--- src/rtl/sokoban_move_engine.sv ---
// Sokoban move engine: reads neighbour tiles, applies push/walk rules,
// writes the map back and tracks player position, score and boxes.
module sokoban_move_engine #(
  parameter int MAP_WIDTH  = 20,
  parameter int MAP_HEIGHT = 15,
  parameter int ADDR_W     = 14
) (
  input  logic              clk,
  input  logic              rst,
  input  logic              load,
  input  logic [7:0]        load_x,
  input  logic [7:0]        load_y,
  input  logic [7:0]        load_boxes,
  input  logic [ADDR_W-1:0] map_base,
  input  logic              move_valid,
  input  logic [1:0]        move_dir,
  output logic              busy,
  output logic              move_done,
  output logic [1:0]        move_result,
  output logic [ADDR_W-1:0] mem_addr,
  output logic              mem_we,
  output logic [7:0]        mem_wdata,
  input  logic [7:0]        mem_rdata,
  output logic [7:0]        player_x,
  output logic [7:0]        player_y,
  output logic [7:0]        score,
  output logic [7:0]        remaining_boxes,
  output logic              solved
);

  typedef enum logic [2:0] {
    IDLE, RD1, EV1, RD2, EV2, WR2, WR1, DONE
  } state_t;

  localparam logic [7:0] T_BOX   = 8'd1;
  localparam logic [7:0] T_READY = 8'd2;
  localparam logic [7:0] T_TGT   = 8'd3;
  localparam logic [7:0] T_EMPTY = 8'd6;

  localparam logic [1:0] R_BLOCK = 2'd0;
  localparam logic [1:0] R_WALK  = 2'd1;
  localparam logic [1:0] R_PUSH  = 2'd2;

  localparam logic [7:0] W8 = 8'(MAP_WIDTH);
  localparam logic [7:0] H8 = 8'(MAP_HEIGHT);

  state_t state_q, state_d;

  logic [7:0] x1_q, y1_q, x2_q, y2_q;
  logic [7:0] tile1_q, tile2_q;
  logic [7:0] dx, dy;
  logic [7:0] score_inc;
  logic [7:0] rb_next;
  logic       oob1, oob2;
  logic       rd_floor, rd_box;
  logic [ADDR_W-1:0] addr1, addr2;

  // Direction decode, bounds, tile classes and derived addresses.
  always_comb begin
    dx = 8'd0;
    dy = 8'd0;
    unique case (move_dir)
      2'd0: dy = 8'hff;
      2'd1: dy = 8'd1;
      2'd2: dx = 8'hff;
      2'd3: dx = 8'd1;
    endcase
    oob1 = (x1_q >= W8) || (y1_q >= H8);
    oob2 = (x2_q >= W8) || (y2_q >= H8);
    rd_floor = (mem_rdata == T_TGT) || (mem_rdata == T_EMPTY);
    rd_box = (mem_rdata == T_BOX) || (mem_rdata == T_READY);
    addr1 = map_base + ADDR_W'(y1_q) * ADDR_W'(MAP_WIDTH)
          + ADDR_W'(x1_q);
    addr2 = map_base + ADDR_W'(y2_q) * ADDR_W'(MAP_WIDTH)
          + ADDR_W'(x2_q);
    score_inc = (score == 8'hff) ? 8'hff : score + 8'd1;
    rb_next = remaining_boxes;
    if (tile1_q == T_BOX && tile2_q == T_TGT)
      rb_next = (remaining_boxes == 8'd0) ? 8'd0
              : remaining_boxes - 8'd1;
    else if (tile1_q == T_READY && tile2_q == T_EMPTY)
      rb_next = (remaining_boxes == 8'hff) ? 8'hff
              : remaining_boxes + 8'd1;
  end

  // State register.
  always_ff @(posedge clk) begin
    if (rst) state_q <= IDLE;
    else     state_q <= state_d;
  end

  // Next state and memory-port / handshake outputs.
  always_comb begin
    state_d   = state_q;
    mem_addr  = '0;
    mem_we    = 1'b0;
    mem_wdata = 8'd0;
    move_done = 1'b0;
    busy      = (state_q != IDLE) && !rst;
    if (rst || load) begin
      state_d = IDLE;
    end else begin
      unique case (state_q)
        IDLE: if (move_valid) state_d = RD1;
        RD1: begin
          if (oob1) begin
            state_d = DONE;
          end else begin
            mem_addr = addr1;
            state_d  = EV1;
          end
        end
        EV1: state_d = rd_box ? RD2 : DONE;
        RD2: begin
          if (oob2) begin
            state_d = DONE;
          end else begin
            mem_addr = addr2;
            state_d  = EV2;
          end
        end
        EV2: state_d = rd_floor ? WR2 : DONE;
        WR2: begin
          mem_addr  = addr2;
          mem_we    = 1'b1;
          mem_wdata = (tile2_q == T_TGT) ? T_READY : T_BOX;
          state_d   = WR1;
        end
        WR1: begin
          mem_addr  = addr1;
          mem_we    = 1'b1;
          mem_wdata = (tile1_q == T_READY) ? T_TGT : T_EMPTY;
          state_d   = DONE;
        end
        DONE: begin
          move_done = 1'b1;
          state_d   = IDLE;
        end
      endcase
    end
  end

  // Game state: destinations, sampled tiles, player, score, boxes.
  always_ff @(posedge clk) begin
    if (rst) begin
      x1_q <= 8'd0;
      y1_q <= 8'd0;
      x2_q <= 8'd0;
      y2_q <= 8'd0;
      tile1_q <= 8'd0;
      tile2_q <= 8'd0;
      player_x <= 8'd0;
      player_y <= 8'd0;
      score <= 8'd0;
      remaining_boxes <= 8'd0;
      solved <= 1'b0;
      move_result <= R_BLOCK;
    end else if (load) begin
      player_x <= load_x;
      player_y <= load_y;
      remaining_boxes <= load_boxes;
      solved <= (load_boxes == 8'd0);
      score <= 8'd0;
    end else begin
      case (state_q)
        IDLE: begin
          if (move_valid) begin
            x1_q <= player_x + dx;
            y1_q <= player_y + dy;
            x2_q <= player_x + {dx[6:0], 1'b0};
            y2_q <= player_y + {dy[6:0], 1'b0};
          end
        end
        RD1: if (oob1) move_result <= R_BLOCK;
        EV1: begin
          tile1_q <= mem_rdata;
          if (rd_floor) begin
            player_x <= x1_q;
            player_y <= y1_q;
            score <= score_inc;
            move_result <= R_WALK;
          end else if (!rd_box) begin
            move_result <= R_BLOCK;
          end
        end
        RD2: if (oob2) move_result <= R_BLOCK;
        EV2: begin
          tile2_q <= mem_rdata;
          if (!rd_floor) move_result <= R_BLOCK;
        end
        WR1: begin
          player_x <= x1_q;
          player_y <= y1_q;
          score <= score_inc;
          remaining_boxes <= rb_next;
          solved <= (rb_next == 8'd0);
          move_result <= R_PUSH;
        end
        default: ;
      endcase
    end
  end

endmodule
--- config.mk ---
export PLATFORM = sky130hd
export DESIGN_NAME = sokoban_move_engine
export DESIGN_NICKNAME = d
export VERILOG_FILES = /design/src/rtl/sokoban_move_engine.sv
export SDC_FILE = /design/constraint.sdc
export NUM_CORES = 1
export LEC_CHECK = 0
export CORE_MARGIN = 5
export CORE_UTILIZATION = 60
export DETAILED_ROUTE_END_ITERATION = 6
export PLACE_DENSITY_LB_ADDON = 0.2
export SLEW_MARGIN = 20
export SYNTH_ARGS = -nofsm -noshare
export SYNTH_HDL_FRONTEND = slang
export SYNTH_SLANG_ARGS = --single-unit
--- constraint.sdc ---
create_clock -name clk -period 8.4 [get_ports clk]
set_input_delay 1.68 -clock clk [delete_from_list [all_inputs] [get_ports clk]]
set_output_delay 1.68 -clock clk [all_outputs]
set_load 0.05 [all_outputs]
After elaboration in Yosys (flattened, before gate mapping). Cells that the tools add are included.

Flip-flop bits (word level): 86. Latch bits: 0. Memory bits (writable): 0. Bits in read-only memories: 0. Bits of input ports: 52. Output and inout bits: 60. Logic and storage cells: 129. Memories kept: 0.

Add/subtract/negate cells: 11. $mul: 2. Divide/modulo/power cells: 0. $lt $le $gt $ge: 4. Equal/unequal tests: 27. Shift-type cells: 0. Multiplexer cells: 43. Bitwise operators: 1. Reductions and logical operators: 28.

Operators by type and width (count): two-way mux 8 bit (12); one-hot mux 8 bit (2 select lines) (5); one-hot mux 14 bit (4 select lines) (1); two-way mux 14 bit (3); adder 8 bit (4); == test 8 x 2 -> 1 bit (second input constant) (4); adder 14 x 13 -> 14 bit (2); adder 14 x 8 -> 14 bit (2); logical NOT 8 bit (3); one-hot mux 3 bit (8 select lines) (1); multiplier 8 x 3 -> 11 bit (second input constant) (2); adder 8 x 1 -> 8 bit (second input constant) (2); == test 8 x 1 -> 1 bit (second input constant) (2); == test 8 x 3 -> 1 bit (second input constant) (2); == test 8 bit (second input constant) (2); greater-or-equal comparator 8 x 4 -> 1 bit (second input constant) (2); greater-or-equal comparator 8 x 5 -> 1 bit (second input constant) (2); two-way mux 2 bit (8); two-way mux 3 bit (5); == test 3 bit (second input constant) (4); != test 2 bit (second input constant) (5); one-hot mux 2 bit (5 select lines) (1); AND reduction 2 bit (4); subtractor 8 x 1 -> 8 bit (second input constant) (1); 19 further kinds (37).

Depth between registers and ports, before layout.
Depth in word-level cells: 7. Gate-level depth with buffers: 17. Mapped depth without buffers: 17.

Worst setup path after synthesis. Ideal clock, no wire load.

Path type: input-to-output. Start: input map_base[2]. End: output mem_addr[13]. Data arrival time: 4736 ps. Required time: 6720 ps. Path slack: 1984 ps. Cell stages on the path: 10. Path buffers: 0. Path through: fa_1 inv_1 fa_1 nor2b_1 o2111ai_1 nand4b_1 a31oi_1 o21ai_0 xnor2_1 o31ai_1.

Word-level cells in the longest chain between the ends: 5. Elaborated cells on any way between the ends: 8. Those cells by class: 4 x add/sub; 4 x mux.

Ends and longest elaborated chain: start, declared (RTL line 14) `input logic [ADDR_W-1:0] map_base,`; adder 14 x 13 -> 14 bit (on tied branches) (RTL line 74, 72); adder 14 x 8 -> 14 bit (on tied branches) (RTL line 75, 73); two-way mux 14 bit (on tied branches) (RTL line 115, 106); one-hot mux 14 bit (4 select lines) (*) (RTL line 103) `unique case (state_q)`; two-way mux 14 bit (*) (RTL line 100) `if (rst || load) begin`; end, declared (RTL line 20) `output logic [ADDR_W-1:0] mem_addr,`.

Mark *: on every way between the ends. The rest lies on a longest branch, timed or not.

Worst setup path in the final report.
Start: input map_base[4]. End: output mem_addr[12].

Same word-level chain as after synthesis.

==> results.sh <==
export IMPL_max_cap_viol_count=0
export IMPL_start_util=0.613
export IMPL_place_ws_ns=1.11
export IMPL_required_ns=6.72
export IMPL_grt_total_usage=0.266
export IMPL_fmax_ghz=0.137
export IMPL_routed_wl_microns=18800
export IMPL_first_pass_iters=5
export IMPL_num_antenna_cells=0
export IMPL_synth_most_common_cell="nand2_1"
export IMPL_io_pins=112
export IMPL_avgRoutedWirePerCell_microns=16.3
export IMPL_status="finished clean"
export IMPL_top_layer_used="met4"
export IMPL_yosys_area_share_simple=0.223
export IMPL_place_congestion=0.924
export IMPL_die_h_microns=121
export IMPL_pwr_density_cell_mw_per_mm2=142
export IMPL_core_area_sq_mm=0.0120
export IMPL_drcViolationCount=0
export IMPL_synth_fa_ha_area_frac=0.192
export IMPL_grt_max_degree=79
export IMPL_crit_path_end_kind="primary output"
export IMPL_synthTopCellsByCount="nand2_1, a21oi_1, dfxtp_1"
export IMPL_synth_area_leader_cell="dfxtp_1"
export IMPL_synth_warnings=0
export IMPL_synth_area_sq_mm=0.00737
export IMPL_synth_top_family_by_area="simple AND/OR/NAND/NOR gates"
export IMPL_grt_pass1_wl_microns=32000
export IMPL_min_period_over_period=0.871
export IMPL_die_area_sq_mm=0.0146
export IMPL_ys_top_cells_by_area="dfxtp_1, ha_1, a21oi_1"
export IMPL_clock_latency_ns=0.35
export IMPL_vias_per_cell=6.01
export IMPL_clockBufferDepth=2
export IMPL_dr_total_vias=6948
export IMPL_wl_met2_microns=8520
export IMPL_synth_seq_cells=86
export IMPL_relSlewSlack=0.335
export IMPL_design_area_sq_mm=0.00871
export IMPL_finalPower_mw=1.24
export IMPL_met1_length_microns=8870
export IMPL_grt_setup_unrepaired="false"
export IMPL_p_leak_nw=3.57
export IMPL_fin_crit_ns=7.31
export IMPL_cts_made_buffers=9
export IMPL_start_kind="primary input"
export IMPL_synth_edf_count=0
export IMPL_cts_tree="done"
export IMPL_final_layout_size_suffix_gt1_frac=0.0446
export IMPL_drt_iter0_drc=560
export IMPL_portBuffers=106
export IMPL_synthDistinctLibCells=70
export IMPL_tightest_slew_ns=0.972
export IMPL_peakVddDrop_mv=0.111
export IMPL_synthFlopType="dfxtp_1"
export IMPL_ant_nets=0
export IMPL_cts_sinks=86
export IMPL_grt_antenna_before_repair=0
export IMPL_wl_met3_microns=1150
export IMPL_fp_row_count=40
export IMPL_final_nets=1157
export IMPL_synth_seq_area_share=0.234
export IMPL_hold_viol_final=0
export IMPL_dp_hpwl_microns=14400
export IMPL_synth_xor_xnor_area_share=0.0583
export IMPL_synth_compound_area_share=0.201
export IMPL_clk_pin_slew_ns=0.07
export IMPL_post_cts_resized=0
export IMPL_placed_area_sq_mm=0.00842
export IMPL_slew_violations=0
export IMPL_postSynthCellCount=926
export IMPL_setup_viol=0
export IMPL_root_buffer="clkbuf_16"
export IMPL_tns_ns=0
export IMPL_muxShareOfSynthArea=0.0301
export IMPL_cts_setup_buffers=0
export IMPL_htreeDepth=3
export IMPL_postSynthAreaPerCell_sq_um=7.96
export IMPL_async_flop_share=0
export IMPL_fin_ws_ns=1.09
export IMPL_cts_hold_buf=0
export IMPL_fp_dieW_microns=121
export IMPL_grt_pass1_vias=6630
export IMPL_area_growth_pct=18.2
export IMPL_crit_type="primary input to primary output"
export IMPL_hp_class="flip-flop to flip-flop"
export IMPL_critPathMaxFanout=4
export IMPL_finClkSkew_ns=0.0105
export IMPL_yosysTopAreaCellShare=0.234
export IMPL_gr_total_overflow=0
export IMPL_r2r_slack_ns=5.30
export IMPL_critPathArrivalTime_ns=5.63
[final timing paths]
path / to / depth (start not counted) / startpoint
hold / removal: x2_q[0] / 2 / x2_q[0]
hold reg to reg: x2_q[0] / 2 / x2_q[0]
setup / recovery: mem_addr[12] / 12 / map_base[4]
setup reg to reg: solved / 7 / tile1_q[2]
[per-layer routing]
metal	track usage	vias up
li1	-	3446
met1	0.382	3253
met2	0.418	223
met3	0.0370	26
met4	0.0751	0
met5	0	-
[cell type report]
cell class	instances	area, sq um
clock buffers	9	225
clock inverters	7	56.3
fillers	1004	3300
inverters	58	218
multi-input cells	738	5220
flip-flops and latches	86	1720
well taps	147	184
repair buffers	111	1090
[logic make-up after synthesis]
logic type	after synthesis
adder cells (fa/ha/maj)	101
multiplexers	22
buffers and inverters	106
flip-flops	86
AND/OR/NAND/NOR	328
other	1
XOR/XNOR	49
AO/OA/AOI/OAI	233
[sequential cells by signal, indices dropped and copies added, names as in the netlist]
register	count
move_result	2
player_x	8
player_y	8
remaining_boxes	8
score	8
solved	1
state_q	3
tile1_q	8
tile2_q	8
x1_q	8
x2_q	8
y1_q	8
y2_q	8
[report_power, final]
part | internal, mW | switching, mW | leakage, nW | total (mW)
Sequential | 0.427 | 0.0317 | 0.702 | 0.459
Clock | 0.204 | 0.177 | 0.137 | 0.381
Combinational | 0.171 | 0.229 | 2.73 | 0.400
[cells in the final DEF (no fill, tap or decap), types with 8 or more instances in the layout]
| cell type | instances |
|---|---|
| nand2_1 | 109 |
| clkdlybuf4s50_1 | 104 |
| a21oi_1 | 93 |
| dfxtp_1 | 86 |
| nor2_1 | 81 |
| ha_1 | 81 |
| inv_1 | 58 |
| xnor2_1 | 35 |
| a211oi_1 | 31 |
| o21ai_0 | 23 |
| nor3_1 | 23 |
| mux2i_1 | 21 |
| fa_1 | 20 |
| xor2_1 | 14 |
| a21o_1 | 12 |
| nor2b_1 | 12 |
| nand3_1 | 12 |
| nand2b_1 | 11 |
| nand4_1 | 11 |
| o21bai_1 | 10 |
| o21a_1 | 10 |
| clkbuf_16 | 9 |
| nor4b_1 | 8 |
| nor4_1 | 8 |
[stage by stage]
| stage | hold WS [ns] | util | std cells |
|---|---|---|---|
| after floorplan | 0.432 | - | 930 |
| after global placement | 0.445 | 0.701 | 1140 |
| after detailed placement | 0.450 | 0.701 | 1140 |
| after CTS | 0.460 | 0.725 | 1156 |
| after global routing | 0.485 | 0.725 | 1156 |
| final | 0.459 | 0.725 | 1156 |
[worst max-delay path, stage by stage]
cell and delay, ns:
clkdlybuf4s50_1 0.46, inv_1 0.08, fa_1 0.53, inv_1 0.04, ha_1 0.34, o21a_1 0.20
a2111oi_0 0.87, o31ai_1 0.21, xor2_1 0.20, a22oi_1 0.08, nor2_1 0.11, clkdlybuf4s50_1 0.82
Power figures use the tool's default switching activity.
==> edit 1: new RTL, same settings <==
Encoding of `state_t`: now one-hot (8 bits for 8 states).
--- a/src/rtl/sokoban_move_engine.sv
+++ b/src/rtl/sokoban_move_engine.sv
@@ -30,4 +30,4 @@
 
-  typedef enum logic [2:0] {
-    IDLE, RD1, EV1, RD2, EV2, WR2, WR1, DONE
+  typedef enum logic [7:0] {
+    IDLE = 8'b00000001, RD1 = 8'b00000010, EV1 = 8'b00000100, RD2 = 8'b00001000, EV2 = 8'b00010000, WR2 = 8'b00100000, WR1 = 8'b01000000, DONE = 8'b10000000
   } state_t;
Function: no difference found for any inputs over 4 cycles, from zero or initial values and one cycle with rst high; so few cycles prove little.
==> edit 1 against the original RTL <==
Die area up 2.7%; wire length increased by 3.6%; sequential share of layout area increased by 0.47 points; cell area increased by 3.4%; sequential cell count grew 5; largest cell class unchanged; synthesized area grew 2.9%; critical endpoint is now mem_addr[13]; hold slack better by 0.0033 ns; worst setup slack better by 0.23 ns; via count rose by 2.0%; total power fell by 0.36%; highest routed layer unchanged.
==> edit 1: results (changes against the original RTL) <==
swShare_pct: 31.5  # was 35.3%
numPortBuffers: 106  # unchanged
worstPathArrival_ns: 5.41  # was 5.63 ns
crit_fanout: 4  # unchanged
clock_latency_ns: 0.35  # about the same
final_layout_size_suffix_gt1_share_pct: 3.83  # was 4.46%
fin_hold_ws_ns: 0.463  # was 0.459 ns
track_usage_pct: 26.3  # was 26.6%
start_kind: "input pin"  # unchanged
synth.area.mux_share_pct: 2.51  # was 3.01%
n_antenna_cell: 0  # unchanged
synth_compound_area_share_pct: 20.0  # was 20.1%
cts_buffers: 9  # unchanged
slew-limit-headroom_pct: 29.5  # was 33.5%
cpMaxStageDelayCell: "clkdlybuf4s50_1"  # was a2111oi_0
grt_pass1_wl_um: 32100  # was 32000 um
place_hpwl_um: 14900  # was 14400 um
reg2reg_depth: 8  # was 7
reg2reg_to: "score[7]"  # was solved
firstDrtPassIters: 5  # unchanged
min_to: "x2_q[1]"  # was x2_q[0]
use_met2_pct: 40.0  # was 41.8%
slowest_delay_ns: 0.81  # was 0.87 ns
fin_skew_ns: 0.00765  # was 0.0105 ns
min_from: "x2_q[1]"  # was x2_q[0]
r2r_start: "state_q[1]"  # was tile1_q[2]
gp_congestion: 0.945  # was 0.924
netlist_top_cells_count: "a21oi_1, nand2_1, nor2_1"  # was nand2_1, a21oi_1, dfxtp_1
met3_usage_pct: 4.88  # was 3.70%
layout.nets: 1192  # was 1157
yosysSeqAreaShare_pct: 24.0  # was 23.4%
antenna_found_initial: 0  # unchanged
met3_length_um: 1290  # was 1150 um
holdPathStages: 2  # unchanged
wl_met2_um: 8690  # was 8520 um
placed_area_sq_um: 8670  # was 8420 sq um
grt_pass1_vias: 6463  # was 6630
wire_per_inst_um: 16.0  # was 16.3 um
preCtsSetupSlack_ns: 1.30  # was 1.11 ns
drtIter0Drc: 617  # was 560
vias_per_cell: 5.83  # was 6.01
synthAdderAreaFrac_pct: 18.6  # was 19.2%
synth_cell_types: 72  # was 70
avgSynthCellArea_sq_um: 7.88  # was 7.96 sq um
status: "finished, final reports clean"  # unchanged
post_cts_resized: 0  # unchanged
synthXorXnorAreaFrac_pct: 7.05  # was 5.83%
gr-usage-met1_pct: 38.3  # was 38.2%
leakagePower_nw: 3.75  # was 3.57 nW
vias: 7085  # was 6948
r2r_slack_ns: 5.55  # was 5.30 ns
crit_family: "buffers and inverters"  # unchanged
met1_length_um: 9200  # was 8870 um
finalCriticalPeriod_ns: 7.09  # was 7.31 ns
crit_path_end: "mem_addr[13]"  # was mem_addr[12]
synth.area.top_cells: "dfxtp_1, ha_1, a21oi_1, nand2_1, xnor2_1"  # was dfxtp_1, ha_1, a21oi_1, nand2_1, fa_1
ir_worst_vdd_uv: 154  # was 111 uV
startpoint: "map_base[3]"  # was map_base[4]
synth.most_common_cell: "a21oi_1"  # was nand2_1
==> edit 1: cell types whose count changed after synthesis, sizes merged, moves of 5 or more <==
cell	unedited run	this run
a211oi	31	7
a21o	12	22
a21oi	93	119
a311oi	6	1
dfxtp	86	91
nor2	81	97
nor3	23	14
nor4b	9	1
o21a	10	3
o21ai	23	52
xnor2	35	46
==> edit 1: power groups by stage <==
stage / combinational, mW / clock, mW / sequential, mW
6_report: 0.322 / 0.444 / 0.469
5_1_grt: 0.357 / 0.467 / 0.471
4_1_cts: 0.318 / 0.447 / 0.469
3_5_place_dp: 0.315 / 0 / 0.478
3_3_place_gp: 0.309 / 0 / 0.478
2_1_floorplan: 0.210 / 0 / 0.491
==> edit 1: area by class of cell <==
type / count / area (sq um)
multi-input cells: 769 / 5340
fillers: 1034 / 3510
flip-flops and latches: 91 / 1820
repair buffers: 110 / 1080
clock buffers: 9 / 225
inverters: 58 / 218
well taps: 172 / 215
clock inverters: 7 / 98.8
==> edit 2: new RTL, config.mk and constraints unchanged <==
Made on the original files. The parameter `ADDR_W` goes from 14 to 13.
--- a/src/rtl/sokoban_move_engine.sv
+++ b/src/rtl/sokoban_move_engine.sv
@@ -5,3 +5,3 @@
   parameter int MAP_HEIGHT = 15,
-  parameter int ADDR_W     = 14
+  parameter int ADDR_W     = 13
 ) (
Interface: changed (resized map_base and mem_addr); port bits go from 112 to 110. No check against the original RTL was run, so the function may have changed too.
==> edit 2 against the original RTL <==
Worst setup slack improved by 0.18 ns; sequential cell count did not move; count of clock-buffer cells in the layout did not move; sequential share of layout area rose by 0.32 points; wire length rose by 0.75%; cell area fell by 1.6%; total power fell by 1.5%; synthesized area fell by 1.8%; die area fell by 1.6%; critical endpoint is now mem_addr[9]; highest routed layer unchanged.
==> edit 2: results (changes against the original RTL) <==
n_fill_cell: 982  # was 1004
vias_per_cell: 5.99  # was 6.01
fin_hold_ws_ns: 0.464  # was 0.459 ns
preCtsSetupSlack_ns: 1.29  # was 1.11 ns
min_from: "tile2_q[1]"  # was x2_q[0]
finalCriticalPeriod_ns: 7.13  # was 7.31 ns
grt_pass1_wl_um: 31300  # was 32000 um
r2r_slack_ns: 5.89  # was 5.30 ns
finalNonFillerCells: 1142  # was 1156
wire_per_inst_um: 16.6  # was 16.3 um
numPortBuffers: 104  # was 106
slew-limit-headroom_pct: 43.5  # was 33.5%
wl_met2_um: 8570  # was 8520 um
drtIter0Drc: 472  # was 560
netlist_top_cells_count: "nand2_1, a21oi_1, dfxtp_1"  # unchanged
met1_length_um: 8970  # was 8870 um
grt_pass1_vias: 6398  # was 6630
startpoint: "map_base[2]"  # was map_base[4]
gp_congestion: 1.01  # was 0.924
place_hpwl_um: 14500  # was 14400 um
yosysSeqAreaShare_pct: 23.8  # was 23.4%
status: "finished, final reports clean"  # unchanged
gr-usage-met1_pct: 37.2  # was 38.2%
met3_length_um: 1090  # was 1150 um
slowest_delay_ns: 0.82  # was 0.87 ns
met3_usage_pct: 3.63  # was 3.70%
use_met2_pct: 42.1  # was 41.8%
crit_path_end: "mem_addr[9]"  # was mem_addr[12]
==> edit 2: layout make-up <==
class / count / area share [%]
Clock inverter: 7 / 0.657
Multi-Input combinational cell: 737 / 60.0
Timing Repair Buffer: 109 / 12.5
Clock buffer: 9 / 2.63
Tap cell: 147 / 2.15
Inverter: 47 / 2.06
Sequential cell: 86 / 20.1
==> edit 2: power by group <==
| part | total (mW) | internal, mW | switching (mW) |
|---|---|---|---|
| Clock | 0.380 | 0.204 | 0.176 |
| Sequential | 0.459 | 0.427 | 0.0326 |
| Combinational | 0.383 | 0.164 | 0.219 |
| Total | 1.22 | 0.795 | 0.427 |
==> edit 2: cell families (layout without fill, tap and decap cells) <==
kind of cell,count (synthesis),in the layout,share of synthesized area [%]
and+or+nand+nor,337,337,23.2
AOI/OAI and AO/OA,234,234,20.6
adders and majority gates,97,97,18.8
buffers and inverters,96,172,5.43
DFF,86,86,23.8
xor gates and xnor gates,45,45,5.45
muxes,19,19,2.63
other,1,5,0.0518
